--- config.mk ---
export PLATFORM = sky130hd
export DESIGN_NAME = m3_run_sequencer
export DESIGN_NICKNAME = d
export VERILOG_FILES = /design/src/rtl/m3_run_sequencer.sv
export SDC_FILE = /design/constraint.sdc
export NUM_CORES = 1
export LEC_CHECK = 0
export CAP_MARGIN = 5
export CORE_MARGIN = 5
export CORE_UTILIZATION = 30
export CTS_CLUSTER_DIAMETER = 200
export CTS_CLUSTER_SIZE = 14
export DETAILED_ROUTE_END_ITERATION = 8
export HOLD_SLACK_MARGIN = 0.15
export PLACE_DENSITY_LB_ADDON = 0.15
export SLEW_MARGIN = 10
export SYNTH_ARGS = -nofsm -noshare
export SYNTH_HDL_FRONTEND = slang
export SYNTH_SLANG_ARGS = --single-unit
--- constraint.sdc ---
create_clock -name clk50mhzI -period 7.55 [get_ports clk50mhzI]
set_input_delay 1.1325 -clock clk50mhzI [delete_from_list [all_inputs] [get_ports clk50mhzI]]
set_output_delay 1.1325 -clock clk50mhzI [all_outputs]
set_load 0.005 [all_outputs]
--- src/rtl/m3_run_sequencer.sv ---
// Run-state controller for the three-phase drive: turns panel controls into a registered
// bridge enable, direction, slewed frequency and power command for the phase generator.
module m3_run_sequencer #(
  parameter int unsigned FREQ_W    = 16,
  parameter int unsigned PWR_W     = 8,
  parameter int unsigned FREQ_MIN  = 100,
  parameter int unsigned FREQ_MAX  = 4000,
  parameter int unsigned FREQ_STEP = 50,
  parameter int unsigned RAMP_INC  = 1,
  parameter int unsigned RAMP_TICK = 50000,
  parameter int unsigned PWR_MIN   = 32,
  parameter int unsigned PWR_MAX   = 255,
  parameter int unsigned PWR_STEP  = 16,
  parameter int unsigned STOP_HOLD = 500000
) (
  input  logic              clk50mhzI,
  input  logic              nRstI,
  input  logic              m3startI,
  input  logic              m3forceStopI,
  input  logic              m3invRotateI,
  input  logic              m3freqINCi,
  input  logic              m3freqDECi,
  input  logic              m3powerINCi,
  input  logic              m3powerDECi,
  output logic              m3enO,
  output logic              m3dirO,
  output logic [FREQ_W-1:0] m3freqO,
  output logic [PWR_W-1:0]  m3powerO,
  output logic [2:0]        m3stateO
);

  localparam int unsigned TickW = $clog2(RAMP_TICK + 1);
  localparam int unsigned HoldW = $clog2(STOP_HOLD + 1);

  localparam logic [2:0] StIdle   = 3'd0;
  localparam logic [2:0] StRampUp = 3'd1;
  localparam logic [2:0] StRun    = 3'd2;
  localparam logic [2:0] StRampDn = 3'd3;
  localparam logic [2:0] StHold   = 3'd4;
  localparam logic [2:0] StFstop  = 3'd5;

  localparam logic [FREQ_W-1:0] FMin  = FREQ_W'(FREQ_MIN);
  localparam logic [FREQ_W:0]   FMaxX = (FREQ_W+1)'(FREQ_MAX);
  localparam logic [FREQ_W:0]   FMinX = (FREQ_W+1)'(FREQ_MIN);
  localparam logic [FREQ_W:0]   FStep = (FREQ_W+1)'(FREQ_STEP);
  localparam logic [FREQ_W:0]   FInc  = (FREQ_W+1)'(RAMP_INC);
  localparam logic [PWR_W:0]    PMaxX = (PWR_W+1)'(PWR_MAX);
  localparam logic [PWR_W:0]    PMinX = (PWR_W+1)'(PWR_MIN);
  localparam logic [PWR_W:0]    PStep = (PWR_W+1)'(PWR_STEP);

  logic [2:0]        state_q, state_d;
  logic              en_q, en_d, dir_q, dir_d;
  logic [FREQ_W-1:0] freq_q, freq_d, target_q, target_d;
  logic [PWR_W-1:0]  pwr_q, pwr_d, pwr_out_q, pwr_out_d;
  logic [3:0]        prev_q;
  logic [TickW-1:0]  tick_cnt_q, tick_cnt_d;
  logic [HoldW-1:0]  hold_cnt_q, hold_cnt_d;

  logic              finc, fdec, pinc, pdec, tick, tick_clr, stop_req, ramping;
  logic [FREQ_W:0]   t_up, t_dn, f_up, f_dn;
  logic [PWR_W:0]    p_up, p_dn;
  logic [FREQ_W-1:0] slew;

  assign finc = m3freqINCi  & ~prev_q[3];
  assign fdec = m3freqDECi  & ~prev_q[2];
  assign pinc = m3powerINCi & ~prev_q[1];
  assign pdec = m3powerDECi & ~prev_q[0];

  assign tick     = (tick_cnt_q == TickW'(RAMP_TICK - 1));
  assign stop_req = ~m3startI | (m3invRotateI != dir_q);
  assign ramping  = (state_q == StRampUp) | (state_q == StRun) | (state_q == StRampDn);

  // Clamp arithmetic carries one extra bit so a borrow or carry never wraps.
  assign t_up = {1'b0, target_q} + FStep;
  assign t_dn = {1'b0, target_q} - FStep;
  assign p_up = {1'b0, pwr_q} + PStep;
  assign p_dn = {1'b0, pwr_q} - PStep;
  assign f_up = {1'b0, freq_q} + FInc;
  assign f_dn = {1'b0, freq_q} - FInc;

  always_comb begin
    slew = freq_q;
    if (freq_q < target_q) begin
      slew = (f_up > {1'b0, target_q}) ? target_q : f_up[FREQ_W-1:0];
    end else if (freq_q > target_q) begin
      slew = (f_dn[FREQ_W] || f_dn[FREQ_W-1:0] < target_q) ? target_q : f_dn[FREQ_W-1:0];
    end
  end

  always_comb begin
    state_d  = state_q;
    en_d     = en_q;
    dir_d    = dir_q;
    freq_d   = freq_q;
    target_d = target_q;
    pwr_d    = pwr_q;
    tick_clr = 1'b0;

    if (state_q != StFstop && !m3forceStopI) begin
      if (finc && !fdec) begin
        target_d = (t_up > FMaxX) ? FMaxX[FREQ_W-1:0] : t_up[FREQ_W-1:0];
      end else if (fdec && !finc) begin
        target_d = (t_dn[FREQ_W] || t_dn < FMinX) ? FMin : t_dn[FREQ_W-1:0];
      end
      if (pinc && !pdec) begin
        pwr_d = (p_up > PMaxX) ? PMaxX[PWR_W-1:0] : p_up[PWR_W-1:0];
      end else if (pdec && !pinc) begin
        pwr_d = (p_dn[PWR_W] || p_dn < PMinX) ? PMinX[PWR_W-1:0] : p_dn[PWR_W-1:0];
      end
    end

    case (state_q)
      StIdle: begin
        en_d   = 1'b0;
        freq_d = '0;
        if (m3startI && !m3forceStopI) begin
          dir_d    = m3invRotateI;
          freq_d   = FMin;
          en_d     = 1'b1;
          state_d  = StRampUp;
          tick_clr = 1'b1;
        end
      end
      StRampUp, StRun: begin
        if (stop_req) begin
          state_d  = StRampDn;
          tick_clr = 1'b1;
        end else begin
          if (tick) freq_d = slew;
          if (state_q == StRampUp && freq_q == target_q) state_d = StRun;
        end
      end
      StRampDn: begin
        if (freq_q == FMin) begin
          state_d = StHold;
          en_d    = 1'b0;
          freq_d  = '0;
        end else if (tick) begin
          freq_d = (f_dn[FREQ_W] || f_dn < FMinX) ? FMin : f_dn[FREQ_W-1:0];
        end
      end
      StHold: begin
        en_d   = 1'b0;
        freq_d = '0;
        if (hold_cnt_q == HoldW'(STOP_HOLD - 1)) state_d = StIdle;
      end
      StFstop: begin
        en_d   = 1'b0;
        freq_d = '0;
        if (!m3forceStopI && !m3startI) state_d = StHold;
      end
      default: begin
        state_d = StIdle;
        en_d    = 1'b0;
        freq_d  = '0;
      end
    endcase

    if (m3forceStopI) begin
      state_d = StFstop;
      en_d    = 1'b0;
      freq_d  = '0;
    end
  end

  always_comb begin
    tick_cnt_d = '0;
    if (ramping && !tick_clr && !tick) tick_cnt_d = tick_cnt_q + 1'b1;
    hold_cnt_d = (state_q == StHold) ? hold_cnt_q + 1'b1 : '0;
    // Power follows the next-cycle enable so it drops on the same edge as the bridge.
    pwr_out_d  = en_d ? pwr_q : '0;
  end

  always_ff @(posedge clk50mhzI) begin
    if (!nRstI) begin
      state_q    <= StIdle;
      en_q       <= 1'b0;
      dir_q      <= 1'b0;
      freq_q     <= '0;
      target_q   <= FMin;
      pwr_q      <= PMinX[PWR_W-1:0];
      pwr_out_q  <= '0;
      prev_q     <= '0;
      tick_cnt_q <= '0;
      hold_cnt_q <= '0;
    end else begin
      state_q    <= state_d;
      en_q       <= en_d;
      dir_q      <= dir_d;
      freq_q     <= freq_d;
      target_q   <= target_d;
      pwr_q      <= pwr_d;
      pwr_out_q  <= pwr_out_d;
      prev_q     <= {m3freqINCi, m3freqDECi, m3powerINCi, m3powerDECi};
      tick_cnt_q <= tick_cnt_d;
      hold_cnt_q <= hold_cnt_d;
    end
  end

  assign m3enO    = en_q;
  assign m3dirO   = dir_q;
  assign m3freqO  = freq_q;
  assign m3powerO = pwr_out_q;
  assign m3stateO = state_q;

endmodule

==> out/summary.log <==
INFO  place          numPortBuffers=37
INFO  detailed_routing drt_first_iter_violations=479
INFO  power          finalPower=1541µW
INFO  global_route   grt_start_max_net_pins=23
INFO  synth          synth_area=7007µm²
INFO  clocking       post_cts_resized=0
INFO  outcome        outcome=finished, final reports clean
INFO  clocking       max_clock_buf_depth=2
INFO  global_route   track_usage=0.1667
INFO  timing         clock_skew=0.01031ns
INFO  layout         share_of_layout_cells_above_drive_strength_1=0.04615
INFO  clocking       clkLatencyLatePin=0.35ns
INFO  detailed_routing final_antenna_net_count=0
INFO  layout         seq_area=1702µm²
INFO  critical_path  worst-endpoint-arrival=4.69ns
INFO  critical_path  startpoint_type=register
INFO  synth          dominantRegCellSynth=sky130_fd_sc_hd__dfxtp_1
INFO  synth          synth.top_cells.by_area=sky130_fd_sc_hd__dfxtp_1, sky130_fd_sc_hd__ha_1, sky130_fd_sc_hd__nor2_1, sky130_fd_sc_hd__a21oi_1, sky130_fd_sc_hd__xnor2_1
INFO  timing         slew_violations=0
INFO  detailed_routing drt_wl_total=22.30mm
INFO  synth          synth_compound_gate_area_share=0.2304
INFO  synth          yosysWarningCount=0
INFO  timing         finalHoldViolCount=0
INFO  layout         multiInputGateArea=4910µm²
INFO  synth          syn_nets=975
INFO  die            placementRows=56
INFO  synth          synthesized_flop_and_latch_total=85
INFO  clocking       cts-root-buf=sky130_fd_sc_hd__clkbuf_16
INFO  synth          synth_adder_area_share=0.1029
INFO  synth          synthCells=910
INFO  timing         max_clock_freq=0.2232GHz
INFO  synth          yosys-mux-area-fraction=0.01321
INFO  detailed_routing router_iterations_before_antenna_repair=7
INFO  layout         final_nets=970
INFO  power          max-vdd-ir-drop=0.0001024V
INFO  die            design.die.area=26510µm²
INFO  layout         final.fill_count=2508
INFO  clocking       cts_made_buffers=9
INFO  timing         finalCriticalPeriod=4.480ns
INFO  timing         rsz0062_at_grt=false
INFO  die            initial_utilization=0.3012
INFO  timing         timing.slew.headroom=0.2705
INFO  global_route   grt_overflow=0
INFO  global_route   antenna_violations_before_repair=0
INFO  global_route   first_pass_grt_wire_length=35.64mm
INFO  clocking       cts-hold-fix-buffers=0
INFO  synth          main_combinational_cell_family_by_area_after_synthesis=simple AND/OR/NAND/NOR gates
INFO  place          dpl.cell_count=1213
INFO  timing         final-setup-viol-count=0
INFO  layout         synthToLayoutAreaGrowth=12.11%
INFO  critical_path  critical_path.max_stage_delay=0.71ns
INFO  synth          netlist.top_cell.by_area=sky130_fd_sc_hd__dfxtp_1
INFO  critical_path  crit_family=simple AND/OR/NAND/NOR gates
INFO  critical_path  worst_setup_path_end_kind=register
INFO  job            maxCapViolations=0
INFO  timing         holdWs=0.4467ns
INFO  clocking       clock-sinks=85
INFO  synth          synth_area_per_cell=7.700µm²
INFO  critical_path  crit_path_top_delay_cell=sky130_fd_sc_hd__dfxtp_1
INFO  layout         diodes=0
INFO  clocking       postCtsSetupRepairBufs=0
INFO  die            design.portCount=38
INFO  synth          ys_seq_area_frac=0.2429
INFO  place          dp_hpwl=16.57mm
INFO  layout         postLayoutCellArea=7855µm²
INFO  place          gp_congestion=0.8690
INFO  clocking       clkSlewWorstSetupHoldPaths=0.07ns
INFO  global_route   via_count_of_the_first_global_routing_pass=6301
INFO  place          post_dp_cell_area=7546µm²
INFO  clocking       tritoncts=done
INFO  critical_path  critical_path_peak_fanout=16
INFO  critical_path  critical_path_required=7.76ns
INFO  critical_path  crit_path_cell_trace=nand3_1 -> nor3_1 -> nand3_1 -> xnor2_1 -> ha_1 -> nand4_1 -> nor3_1 -> o21ai_0 -> a2bb2oi_2 -> or2_1 -> nand2_1 -> o221ai_1 -> a221oi_1
INFO  timing         fin_tns_setup=0ns
INFO  detailed_routing vias=6619
INFO  synth          synth_largest_type_area_fraction=0.2429
INFO  timing         final.period_utilization=0.5934
INFO  synth          yosys.area_share.simple=0.2738
INFO  power          power.static_leakage=0.002879µW
INFO  die            core_area=23260µm²
INFO  detailed_routing wl_per_cell=18.14µm
INFO  power          power_density=196.2nW/µm²
INFO  worst_hold_path holdCritPathClass=register to register
INFO  layout         stdcell_count=1229
INFO  synth          synth-edff-count=0
INFO  detailed_routing detail_route.drc_violations=0
INFO  die            die_w=162.8µm
INFO  synth          synth-async-reset-ratio=0
INFO  timing         tightest_slew=1.094ns
INFO  synth          netlist-cell-type-count=89
INFO  synth          post_synth_xor_area_fraction=0.07982
INFO  critical_path  crit_type=register to register
INFO  detailed_routing routed_via_density=5.386
INFO  critical_path  critical_path_buf_inv_count=0
INFO  die            die_h=162.8µm
INFO  clocking       htreeDepth=3
==> metal layers <==
layer,share of wire,GRT usage
met5,0,0
met4,0.012,0.03774
met3,0.042,0.02809
met2,0.44,0.2560
met1,0.50,0.2442
==> synthesized netlist by cell type, types with 4 or more instances <==
cell type	count
sky130_fd_sc_hd__a211o_1	5
sky130_fd_sc_hd__o21a_1	4
sky130_fd_sc_hd__and4_1	5
sky130_fd_sc_hd__nand3_1	45
sky130_fd_sc_hd__nor2b_1	13
sky130_fd_sc_hd__a211oi_1	7
sky130_fd_sc_hd__ha_1	56
sky130_fd_sc_hd__a21oi_1	58
sky130_fd_sc_hd__o211ai_1	12
sky130_fd_sc_hd__o31ai_1	7
sky130_fd_sc_hd__nand4b_1	5
sky130_fd_sc_hd__nor3_1	27
sky130_fd_sc_hd__o22a_1	6
sky130_fd_sc_hd__o221ai_1	5
sky130_fd_sc_hd__o22ai_1	8
sky130_fd_sc_hd__a31oi_1	11
sky130_fd_sc_hd__and3_1	20
sky130_fd_sc_hd__dfxtp_1	85
sky130_fd_sc_hd__or4_1	4
sky130_fd_sc_hd__nor4_1	15
sky130_fd_sc_hd__nand2b_1	15
sky130_fd_sc_hd__nor2_1	85
sky130_fd_sc_hd__o21ai_1	6
sky130_fd_sc_hd__o21ai_0	45
sky130_fd_sc_hd__and2_1	14
sky130_fd_sc_hd__nand4_1	19
sky130_fd_sc_hd__xor2_1	29
sky130_fd_sc_hd__xnor2_1	33
sky130_fd_sc_hd__clkbuf_1	32
sky130_fd_sc_hd__nand2_1	72
sky130_fd_sc_hd__buf_2	17
sky130_fd_sc_hd__o221a_2	4
sky130_fd_sc_hd__or3_1	8
sky130_fd_sc_hd__mux2i_1	7
sky130_fd_sc_hd__inv_1	37
sky130_fd_sc_hd__a221oi_1	5
==> metrics by stage <==
stage / worst slack [ns] / util
6_report: 3.070 / 0.3377
5_1_grt: 2.670 / 0.3377
4_1_cts: 3.118 / 0.3377
3_5_place_dp: 3.155 / 0.3244
3_3_place_gp: 3.211 / 0.3244
2_1_floorplan: 3.960 / -
==> report_power, final <==
group	internal, µW	switching [µW]	total [µW]
clock network	270	206	476
logic	209	337	546
registers	465	54.2	519
total	943	598	1540
==> placed cells by master, fill, tap and decap left out, types with 6 or more instances in the layout <==
cell	synthesis	routed
sky130_fd_sc_hd__o22a_1	6	6
sky130_fd_sc_hd__nor3_1	27	27
sky130_fd_sc_hd__mux2i_1	7	7
sky130_fd_sc_hd__nand4_1	19	19
sky130_fd_sc_hd__and3_1	20	20
sky130_fd_sc_hd__a211oi_1	7	6
sky130_fd_sc_hd__o22ai_1	8	8
sky130_fd_sc_hd__o31ai_1	7	7
sky130_fd_sc_hd__clkdlybuf4s50_1	0	37
sky130_fd_sc_hd__or3_1	8	8
sky130_fd_sc_hd__o21ai_0	45	45
sky130_fd_sc_hd__o21ai_1	6	6
sky130_fd_sc_hd__xor2_1	29	29
sky130_fd_sc_hd__dfxtp_1	85	85
sky130_fd_sc_hd__nand3_1	45	45
sky130_fd_sc_hd__nor2_1	85	85
sky130_fd_sc_hd__a21oi_1	58	58
sky130_fd_sc_hd__xnor2_1	33	33
sky130_fd_sc_hd__nor4_1	15	15
sky130_fd_sc_hd__nand2b_1	15	15
sky130_fd_sc_hd__and2_1	14	14
sky130_fd_sc_hd__nor2b_1	13	13
sky130_fd_sc_hd__clkbuf_16	0	9
sky130_fd_sc_hd__ha_1	56	56
sky130_fd_sc_hd__a31oi_1	11	11
sky130_fd_sc_hd__inv_1	37	37
sky130_fd_sc_hd__o211ai_1	12	12
sky130_fd_sc_hd__nand2_1	72	72
==> path summary, 6_finish.rpt <==
path | slack, ns | endpoint | depth (start not counted) | from
setup / recovery | 3.07 | m3freqO[12]$_SDFFE_PP0P_ | 13 | m3freqO[3]$_SDFFE_PP0P_
hold / removal | 0.45 | tick_cnt_q[0]$_SDFF_PN0_ | 1 | tick_cnt_q[0]$_SDFF_PN0_
setup reg to reg | 3.07 | m3freqO[12]$_SDFFE_PP0P_ | 13 | m3freqO[3]$_SDFFE_PP0P_
hold reg to reg | 0.45 | tick_cnt_q[0]$_SDFF_PN0_ | 1 | tick_cnt_q[0]$_SDFF_PN0_
==> logic make-up after synthesis <==
| family | Yosys count |
|---|---|
| buffers and inverters | 94 |
| adders and majority gates | 58 |
| and+or+nand+nor | 369 |
| xor gates and xnor gates | 63 |
| DFF | 85 |
| AOI/OAI and AO/OA | 232 |
| muxes | 9 |
==> cell type report <==
type	count	area share
multi-input cells	731	0.6250
flip-flops and latches	85	0.2166
well taps	319	0.05081
repair buffers	40	0.05002
clock buffers	11	0.03090
inverters	38	0.01816
clock inverters	5	0.008442
==> state kept, by name (all words and copies together), names as in the netlist <==
name        cells
m3stateO        3
m3dirO          1
pwr_q           5
m3powerO        5
tick_cnt_q     16
target_q       15
m3enO           1
hold_cnt_q     19
prev_q          4
m3freqO        16
Note: power is estimated with default switching activity, not from simulation.
==> patch (config.mk and constraints unchanged) <==
Register the input `m3powerDECi` before use, without a reset. The logic sees it one clock later. The other inputs are not delayed to match.
--- a/src/rtl/m3_run_sequencer.sv
+++ b/src/rtl/m3_run_sequencer.sv
@@ -50,2 +50,8 @@
 
+  logic m3powerDECi_q;
+
+  always_ff @(posedge clk50mhzI) begin
+    m3powerDECi_q <= m3powerDECi;
+  end
+
   logic [2:0]        state_q, state_d;
@@ -66,3 +72,3 @@
   assign pinc = m3powerINCi & ~prev_q[1];
-  assign pdec = m3powerDECi & ~prev_q[0];
+  assign pdec = m3powerDECi_q & ~prev_q[0];
 
@@ -193,3 +199,3 @@
       pwr_out_q  <= pwr_out_d;
-      prev_q     <= {m3freqINCi, m3freqDECi, m3powerINCi, m3powerDECi};
+      prev_q     <= {m3freqINCi, m3freqDECi, m3powerINCi, m3powerDECi_q};
       tick_cnt_q <= tick_cnt_d;
Function: changed (Yosys sat finds a counterexample within 4 cycles, from zero or initial values and one cycle with nRstI low).
==> patch against the original RTL <==
Count of clock-buffer cells in the layout decreased by 2. Setup slack improved by 0.22 ns. Cell area increased by 0.41%. Maximum frequency increased by 5.1%. Power decreased by 18%. Sequential power decreased by 3%. Area after synthesis increased by 0.73%. First-iteration DRC count increased by 13%. Wire length decreased by 0.77%. Sequential cell count increased by 1. Critical endpoint is now m3freqO[1]$_SDFFE_PP0P_. Worst hold slack improved by 0.011 ns. Synthesized cell count increased by 0.77%. Clock power decreased by 3%.
==> patch: results (changes against the original RTL) <==
qor: pwr.swShare 33.9% [was 38.8%]
qor: logic_synthesis.synth_compound_area_share 22.5% [was 23.0%]
qor: logic_synthesis.post_synth_main_area_contributors dfxtp_1, ha_1, xnor2_1 [was dfxtp_1, ha_1, nor2_1]
qor: global_routing.grtUsageMet2 26.3% [was 25.6%]
qor: timing.timing.clock.skew 0.0107 ns [was 0.0103 ns]
qor: global_routing.global_route.usage.met3 2.02% [was 2.81%]
qor: logic_synthesis.post_synth_mux_area_share 1.19% [was 1.32%]
qor: global_routing.grt_first_pass_wirelength 35.5 mm [was 35.6 mm]
qor: status.outcome complete, no violations [unchanged]
qor: worst_setup_path.max_stage_delay 0.70 ns
qor: pwr.seq-power 0.000501 W [was 0.000519 W]
qor: worst_setup_path.critical_path.slowest_cell nor4_1 [was dfxtp_1]
qor: cells_and_area.num-fill-cells 2523 [was 2508]
qor: routing.drt-initial-drc-count 539 [was 479]
qor: placed_design.routabilityCongestion 0.897 [was 0.869]
qor: pwr.post-layout-total-power 0.00126 W [was 0.00154 W]
qor: clocking.cts_htree_levels 3 [unchanged]
qor: global_routing.use_met1 23.3% [was 24.4%]
qor: routing.num_vias 6672 [was 6619]
qor: pwr.vdd.ir_drop.worst 0.000109 V [was 0.000102 V]
qor: cells_and_area.top_register hold_cnt_q [unchanged]
qor: global_routing.antenna_found_initial 0 [unchanged]
qor: logic_synthesis.synth_nets 982 [was 975]
qor: pwr.leakage 2.83 nW [was 2.88 nW]
qor: logic_synthesis.post_synth_most_frequent_cells nor2_1, dfxtp_1, nand2_1 [was dfxtp_1, nor2_1, nand2_1]
qor: timing.max-slew-margin-rel 40.8% [was 27.1%]
qor: clocking.worstSkewPairLatency 0.35 ns [about the same]
qor: worst_setup_path.worstPathArrival 4.54 ns [was 4.69 ns]
qor: logic_synthesis.yosys.area_share.adder 10.1% [was 10.3%]
qor: global_routing.grtUsageTotal 16.5% [was 16.7%]
qor: cells_and_area.fraction_of_layout_instances_using_a_drive_strength_above_1 4.48% [was 4.62%]
qor: routing.wl 22.1 mm [was 22.3 mm]
qor: cells_and_area.antenna-diode-count 0 [unchanged]
qor: clocking.clkTransAtPathRegs 0.07 ns [about the same]
qor: clocking.cts_made_buffers 9 [unchanged]
qor: logic_synthesis.ys_dominant_reg_cell dfxtp_1 [unchanged]
qor: global_routing.grt_max_degree 20 [was 23]
qor: routing.drtPass1Iterations 5 [was 7]
qor: logic_synthesis.synth_seq_area_share 24.4% [was 24.3%]
qor: placed_design.placement.io_buffers 37 [unchanged]
qor: clocking.clock-root-buffer clkbuf_16 [unchanged]
qor: worst_hold_path.min-delay-path-class reg2reg [unchanged]
qor: logic_synthesis.synth-xor-area-share 7.94% [was 7.98%]
qor: global_routing.via_count_of_the_first_global_routing_pass 6456 [was 6301]
qor: routing.antenna_violating_nets_left 0 [unchanged]
qor: worst_setup_path.path_max_fanout 17 [was 16]
qor: pwr.power.share.clock 36.8% [was 30.9%]
qor: placed_design.dp_hpwl 16.5 mm [was 16.6 mm]
qor: logic_synthesis.synth.distinct_cells 84 [was 89]
==> patch: cell families after synthesis <==
| family | count (synthesis) |
|---|---|
| simple gates | 374 |
| xor+xnor | 64 |
| flops | 86 |
| mux | 8 |
| fa+ha+maj | 57 |
| buf+inv | 96 |
| compound gates | 232 |
==> patch: cell type report <==
| type | count | area [sq um] | area share [%] |
|---|---|---|---|
| Clock buffer | 9 | 225 | 2.86 |
| Tap cell | 319 | 399 | 5.06 |
| Clock inverter | 6 | 68.8 | 0.872 |
| Inverter | 40 | 150 | 1.90 |
| Timing Repair Buffer | 40 | 393 | 4.98 |
| Sequential cell | 86 | 1720 | 21.8 |
| Multi-Input combinational cell | 735 | 4930 | 62.5 |
==> patch: stage by stage <==
stage	setup WS, ns	util, %	cells	hold slack (ns)	instance area [sq um]
finish	3.29	33.8	1235	0.458	7890
global route	2.90	33.8	1235	0.482	7890
CTS	3.36	33.8	1235	0.461	7890
detailed placement	3.37	32.5	1220	0.448	7590
global placement	3.41	32.5	1220	0.437	7590
floorplan	4.21	-	917	0.418	7060
==> patch: per-layer routing <==
layer | vias to the layer above | routed length, microns
met2 | 159 | 9970
met4 | 0 | 420
met3 | 27 | 919
li1 | 3347 | -
met1 | 3139 | 10800
met5 | - | 0
==> patch: worst paths after layout <==
path                                  from                        to  slack [ns]  cells past startpoint
setup / recovery   m3freqO[8]$_SDFFE_PP0P_   m3freqO[1]$_SDFFE_PP0P_        3.29                     13
hold / removal    hold_cnt_q[0]$_SDFF_PN0_  hold_cnt_q[0]$_SDFF_PN0_        0.46                      1
setup reg to reg   m3freqO[8]$_SDFFE_PP0P_   m3freqO[1]$_SDFFE_PP0P_        3.29                     13
hold reg to reg   hold_cnt_q[0]$_SDFF_PN0_  hold_cnt_q[0]$_SDFF_PN0_        0.46                      1
